File: config.mk
export PLATFORM = sky130hd
export DESIGN_NAME = rst_sequencer
export DESIGN_NICKNAME = d
export VERILOG_FILES = /design/src/rtl/rst_sequencer.sv
export SDC_FILE = /design/constraint.sdc
export NUM_CORES = 1
export LEC_CHECK = 0
export BUFFER_PORTS_ARGS = -buffer_cell sky130_fd_sc_hd__buf_2
export CORE_UTILIZATION = 45
export CTS_CLUSTER_DIAMETER = 120
export CTS_CLUSTER_SIZE = 16
export DETAILED_ROUTE_END_ITERATION = 7
export GPL_ROUTABILITY_DRIVEN = 0
export PLACE_DENSITY = 0.63
export SETUP_SLACK_MARGIN = 0.15
export SYNTH_ARGS = -nofsm -noshare
export SYNTH_HDL_FRONTEND = slang
export SYNTH_SLANG_ARGS = --single-unit
File: constraint.sdc
create_clock -name clk -period 3.27 [get_ports clk]
set_input_delay 0.654 -clock clk [delete_from_list [all_inputs] [get_ports clk]]
set_output_delay 0.654 -clock clk [all_outputs]
set_load 0.05 [all_outputs]
File: src/rtl/rst_sequencer.sv
// Central reset sequencer.
// The board reset asserts every downstream reset immediately. Its release is
// synchronised, then the downstream domains are let go one at a time, lowest
// index first, with a fixed gap between them. A level soft-reset request with
// a 4-phase handshake re-runs the staged release without a board reset.
module rst_sequencer #(
    parameter int NUM_STAGES  = 4,
    parameter int STAGE_DLY   = 8,
    parameter int SYNC_STAGES = 2,
    parameter int SOFT_HOLD   = 4
) (
    input  logic                  clk,
    input  logic                  reset,
    input  logic                  soft_rst_req_i,
    output logic                  soft_rst_ack_o,
    output logic [NUM_STAGES-1:0] rst_n_o,
    output logic                  rst_done_o
);

    // The counter times both the inter-stage gap and the soft-reset hold.
    localparam int CNT_SPAN = (STAGE_DLY > SOFT_HOLD) ?
                              ((STAGE_DLY > 2) ? STAGE_DLY : 2) :
                              ((SOFT_HOLD > 2) ? SOFT_HOLD : 2);
    localparam int CW = $clog2(CNT_SPAN);
    localparam int IW = $clog2((NUM_STAGES > 2) ? NUM_STAGES : 2);

    localparam logic [CW-1:0] STAGE_LAST = CW'(STAGE_DLY - 1);
    localparam logic [CW-1:0] SOFT_LAST  = CW'(SOFT_HOLD - 1);
    localparam logic [IW-1:0] IDX_LAST   = IW'(NUM_STAGES - 1);

    typedef enum logic [1:0] {
        ST_SYNC,
        ST_RELEASE,
        ST_DONE,
        ST_SOFT
    } state_t;

    state_t                 state;
    logic [CW-1:0]          cnt;
    logic [IW-1:0]          idx;
    logic [SYNC_STAGES-1:0] sync_q;
    logic                   sync_ok;
    logic                   sync_ok_next;

    // The chain only ever fills with ones, so sync_ok turns 1 on the edge
    // where the next-to-last flop is already 1; leave SYNC on that edge.
    assign sync_ok      = sync_q[SYNC_STAGES-1];
    assign sync_ok_next = sync_q[SYNC_STAGES-2] | sync_ok;

    // Release synchroniser: cleared asynchronously, fills with ones afterwards.
    always_ff @(posedge clk or negedge reset) begin
        if (!reset) begin
            sync_q <= '0;
        end else begin
            sync_q <= {sync_q[SYNC_STAGES-2:0], 1'b1};
        end
    end

    // Sequencing FSM; every output is a flop written only here.
    always_ff @(posedge clk or negedge reset) begin
        if (!reset) begin
            state          <= ST_SYNC;
            cnt            <= '0;
            idx            <= '0;
            rst_n_o        <= '0;
            rst_done_o     <= 1'b0;
            soft_rst_ack_o <= 1'b0;
        end else begin
            case (state)
                ST_SYNC: begin
                    if (sync_ok_next) begin
                        state <= ST_RELEASE;
                        cnt   <= '0;
                        idx   <= '0;
                    end
                end

                ST_RELEASE: begin
                    if (cnt == STAGE_LAST) begin
                        cnt <= '0;
                        idx <= idx + 1'b1;
                        for (int k = 0; k < NUM_STAGES; k++) begin
                            if (idx == IW'(k)) begin
                                rst_n_o[k] <= 1'b1;
                            end
                        end
                        if (idx == IDX_LAST) begin
                            state      <= ST_DONE;
                            rst_done_o <= 1'b1;
                        end
                    end else begin
                        cnt <= cnt + 1'b1;
                    end
                end

                ST_DONE: begin
                    if (soft_rst_req_i) begin
                        state          <= ST_SOFT;
                        rst_n_o        <= '0;
                        rst_done_o     <= 1'b0;
                        soft_rst_ack_o <= 1'b1;
                        cnt            <= '0;
                    end
                end

                ST_SOFT: begin
                    if (cnt == SOFT_LAST) begin
                        if (!soft_rst_req_i) begin
                            state          <= ST_RELEASE;
                            cnt            <= '0;
                            idx            <= '0;
                            soft_rst_ack_o <= 1'b0;
                        end
                    end else begin
                        cnt <= cnt + 1'b1;
                    end
                end

                default: begin
                    state <= ST_SYNC;
                    cnt   <= '0;
                    idx   <= '0;
                end
            endcase
        end
    end

endmodule

After elaboration in Yosys (flattened, before gate mapping)
Cells that the tools add are included.
{"block": "totals", "word_cells": 76, "ff_bits": 15, "output_inout_bits": 6}
{"block": "classes", "add_sub_neg": 2, "n_eq_ne": 18, "reduce_logical": 13, "muxes": 32, "bitwise_logic": 1}
{"op": "2-bit 2-to-1 mux", "n": 10}
{"op": "4-bit AND reduction", "n": 5}
{"op": "2-bit != test, second input constant", "n": 9}
{"op": "3-bit 2-to-1 mux", "n": 5}
{"op": "3-bit case mux with 4 select lines", "n": 1}
{"op": "1-bit 2-to-1 mux", "n": 9}
{"op": "2-bit == test, second input constant", "n": 4}
{"op": "4-bit 2-to-1 mux", "n": 2}
{"op": "2-bit case mux with 4 select lines", "n": 1}
{"op": "4-bit case mux with 2 select lines", "n": 1}
{"op": "2-bit case mux with 3 select lines", "n": 1}
{"op": "6-bit AND reduction", "n": 1}
{"op": "5-bit AND reduction", "n": 1}
{"op": "2-bit by 1-bit == test with 1-bit output, second input constant", "n": 2}
{"op": "2-bit logical NOT", "n": 2}
{"op": "1-bit case mux with 2 select lines", "n": 2}
{"op": "2-bit nonzero test", "n": 2}
{"op": "3-bit by 1-bit adder with 3-bit output, second input constant", "n": 1}
{"op": "3-bit by 2-bit == test with 1-bit output, second input constant", "n": 1}
{"op": "3-bit == test, second input constant", "n": 1}
{"op": "3-bit != test, second input constant", "n": 1}
{"op": "3-bit AND reduction", "n": 1}
{"op": "3-bit nonzero test", "n": 1}
{"op": "2-bit by 1-bit adder with 2-bit output, second input constant", "n": 1}
{"op": "1-bit bitwise OR", "n": 1}

Longest topological paths before layout
{"block": "depth", "word_depth": 4, "ltp_mapped": 7, "depth_no_buf": 6}

Least setup slack after synthesis
Ideal clock, no wire load.
{"block": "synth_timing", "path_type": "flip-flop to flip-flop", "from": "register state[1]", "to": "register state[1]", "path_stages_with_launch": 8, "synth_period_minus_slack_ns": 1.691, "arrival_time_ns": 1.564, "t_required_ns": 3.142, "setup_slack_ns": 1.579, "cell_sequence": "dfrtp_1 -> inv_1 -> ha_1 -> buf_6 -> nor2b_4 -> a2111oi_2 -> o21ai_1 -> mux2_1"}
{"block": "synth_via", "elab_chain_cells": 3, "word_cells_on_any_way": 12, "cone_classes": "eq/ne (9); mux (1); reduce/logical (2)"}
{"element": "from (decl)", "line_no": "38", "source": "state_t state;"}
{"element": "from (signal assigned)", "line_no": "62", "source": "state <= ST_SYNC;"}
{"element": "from (signal assigned)", "line_no": "72", "source": "state <= ST_RELEASE;"}
{"element": "from (signal assigned)", "line_no": "88", "source": "state <= ST_DONE;"}
{"element": "2-bit by 1-bit == test with 1-bit output, or another cell as far along", "line_no": "69", "source": "case (state)"}
{"element": "2-bit != test (no source line)"}
{"element": "6-bit AND reduction (no source line)"}
Several ways; a longest one is shown, not always the timed one.
A chain may end at the register's enable or synchronous reset.

Final worst setup path
{"block": "layout_timing", "from": "register state[0]", "to": "register cnt[0]"}
{"block": "layout_via", "elab_chain_cells": 3, "word_cells_on_any_way": 9, "cone_classes": "eq/ne (6); mux (1); reduce/logical (2)"}
{"element": "2-bit == test / 2-bit logical NOT (equally long branches)", "line_no": "69"}
{"element": "3-bit != test (no source line) / 2-bit != test (equally long branches)"}
{"element": "3-bit AND reduction (no source line)"}
{"element": "to (signal assigned)", "line_no": "92", "source": "cnt <= cnt + 1'b1;"}
{"element": "to (signal assigned)", "line_no": "115", "source": "cnt <= cnt + 1'b1;"}
{"element": "to (decl)", "line_no": "39", "source": "logic [CW-1:0] cnt;"}
Several ways; a longest one is shown, not always the timed one.

==> summary.md <==
| Metric | Value |
|---|---|
| Pre-antenna DRT Iters | `4` |
| Root buffer cell | `clkbuf_4` |
| Minimum clock period | `1.83 ns` |
| Final Hold Fails | `0` |
| Clock buffer depth | `2` |
| Clk Latency, worst-skew pair | `0.28 ns` |
| Clk slew on worst S/H paths | `approximately 0.090 ns` |
| Initial antenna violation count | `0` |
| Final setup fails | `0` |
| Setup Fix Bufs, Post-CTS | `0` |
| Yosys warns | `0` |
| Simple-Gate Fraction of Synth Area | `12.8%` |
| Adder-Cell Fraction of Synth Area | `17.1%` |
| Final Cycle Share | `55.9%` |
| Post-synthesis compound-gate area fraction | `15.9%` |
| Total congestion overflow | `0` |
| Wire length per cell | `13.0 um` |
| Hpwl dp | `1120 um` |
| CP endpoint kind | `register` |
| H-tree depth | `1` |
| CTS tree | `done` |
| Mapped cell area | `between 800 and 900 um2` |
| Drt drc | `0` |
| Met1 Use GR | `24.6%` |
| Yosys cell types | `29` |
| Die H | `46.2 um` |
| Post-Syn Instances | `between 80 and 90` |
| Met3 Track Usage GR | `2.35%` |
| Avg Cell Area, Syn | `10.7 um2` |
| Static leakage | `0.453 nW` |
| Num CTS Buffers | `3` |
| Depth of the most critical reg-to-reg path | `6` |
| Core Box Area | `1780 um2` |
| Startpoint types | `register` |
| Critical path buffer and inverter count | `1` |
| Setup tns final | `0 ns` |
| Clock Sinks | `14` |
| RSZ-0062 raised after global routing | `no` |
| Maximum VDD drop | `0.378 mV` |
| Row count | `15` |
| Worst Skew | `0.00675 ns` |
| Final ANT Viol Nets | `0` |
| Largest family of logic cells by synthesized area | `adder cells` |
| # port buffers | `8` |
| Xor/xnor share of the synthesized area | `0%` |
| Synth Register Bits | `14` |
| Reg-to-reg setup timing slack | `1.44 ns` |
| Number of hold buffers added after cts | `0` |
| Drt initial violations | `6` |
| CP Data Required Time | `3.49 ns` |
| First-pass GRT wire length | `2610 um` |
| Kind of cell adding the most delay to the critical path | `simple AND/OR/NAND/NOR gates` |
| Max cap viols | `0` |
| Vias | `604` |
| GRT Overall Usage | `17.4%` |
| Global routing usage on met2 | `25.6%` |
| Initial Utilization | `around 50%` |
| Number of gates resized after cts | `0` |
| Final #Nets | `about 110` |
| Die width | `roughly 46 um` |
| Placed instance count | `112` |
| WS Path Type | `reg -> reg` |
| Worst reg2reg endpoint | `cnt[0]` |
| Fmax | `547 MHz` |
| Outcome | `complete, no violations` |
| DIE AREA | `2140 um2` |
| Power density over cell area | `909 nW/um2` |
| Mux cell area share after synthesis | `7.11%` |
| Sequential area share after synthesis | `39.8%` |
| Worst-path fanout max | `7` |
| # IOs | `9` |
| Slowest cell on crit path | `dfrtp_1` |
| GR peak layer | `met2` |
| Vias in the first global route | `581` |
| Largest net degree at the start of global routing | `15` |
| Worst Hold Class | `in -> async` |
| Final Max Slew Viols | `0` |
| CP cell instances | `inv_1 > ha_1 > nor2b_1 > or3_4 > nor3_2 > mux2_2` |
| Layout area overhead | `7.25%` |
| DRT Wirelength | `between 1000 and 1500 um` |
| Layout cells sized above 1 | `between 10% and 20%` |
| Critical Path AT | `2.05 ns` |
| Reg2reg start | `state[0]` |
| Number of antenna diodes | `0` |
| Delay of the slowest cell on the worst path | `approximately 0.4 ns` |
| Via density | `5.25` |
| Finished Layout Cells | `about 120` |
| Post-Synthesis Net Count | `97` |
[per-stage QoR]
stage / cell area, um2 / hold WS, ns / power (W) / util [%] / setup slack, ns
4_1_cts: 943 / 0.258 / 0.000865 / 52.9 / 1.43
2_1_floorplan: 880 / 0.355 / 0.000688 / - / 1.58
5_1_grt: 943 / 0.276 / 0.000933 / 52.9 / 1.26
3_5_place_dp: 921 / 0.378 / 0.000763 / 51.6 / 1.44
6_report: 943 / 0.252 / 0.000858 / 52.9 / 1.44
3_3_place_gp: 921 / 0.382 / 0.000757 / 51.6 / 1.47
[cell type report]
class / count / area (um2)
clock buffers: 3 / 22.5
fillers: 167 / 840
inverters: 8 / 30.0
multi-input cells: 57 / 469
flip-flops and latches: 14 / 350
well taps: 25 / 31.3
repair buffers: 8 / 40.0
[power by group]
part	internal (W)	switching, W	leakage (nW)
sequential	0.000224	0.0000403	0.165
combinational	0.000190	0.000305	0.274
clock	0.0000428	0.0000564	0.0138
[state kept, by name, summed over array words and instances (netlist names)]
signal          cells
soft_rst_ack_o      1
sync_q              2
rst_n_o             4
cnt                 3
idx                 2
state               2
[worst max path at each step]
stage	from	to	slack [ns]	depth (start not counted)
floorplan	state[1]	state[1]	1.58	7
global placement	state[1]	state[1]	1.47	6
detailed placement	state[0]	cnt[0]	1.44	6
CTS	state[0]	cnt[0]	1.43	6
global route	state[0]	state[1]	1.26	6
finish	state[0]	cnt[0]	1.44	6
[routing by layer]
layer	up-vias	routed length, um
li1	300	-
met5	-	0
met4	0	33
met2	8	683
met3	5	24
met1	291	751
[Yosys cell counts, drive strengths merged]
master / instances / area [um2]
a211oi: 1 / 7.51
dfrtp: 14 / 350
nand3b: 1 / 7.51
and4b: 1 / 10.0
mux2: 2 / 22.5
o21ai: 6 / 30.0
ha: 12 / 150
nand2: 4 / 15.0
a2111oi: 1 / 15.0
nor2: 3 / 11.3
a22o: 1 / 8.76
buf: 3 / 30.0
inv: 8 / 30.0
o2bb2ai: 3 / 26.3
nor3: 1 / 10.0
mux2i: 4 / 40.0
conb: 1 / 3.75
nor2b: 2 / 20.0
nand2b: 1 / 6.26
or3: 2 / 17.5
nor3b: 2 / 15.0
a31oi: 3 / 18.8
a21oi: 6 / 33.8
[cell families after synthesis]
group | count (synthesis)
buffers and inverters | 11
adder cells (fa/ha/maj) | 12
multiplexers | 6
AND/OR/NAND/NOR | 17
flip-flops | 14
other | 1
AO/OA/AOI/OAI | 21
[cells in the final DEF, fill, tap and decap left out, types with 3 or more instances in the layout]
cell type / n
a21oi_1: 5
a31oi_1: 3
buf_2: 8
clkbuf_4: 3
dfrtp_1: 14
ha_1: 12
inv_1: 8
mux2i_1: 4
nand2_1: 4
nor2_1: 3
o21ai_0: 4
o2bb2ai_1: 3
Power figures use the tool's default switching activity.
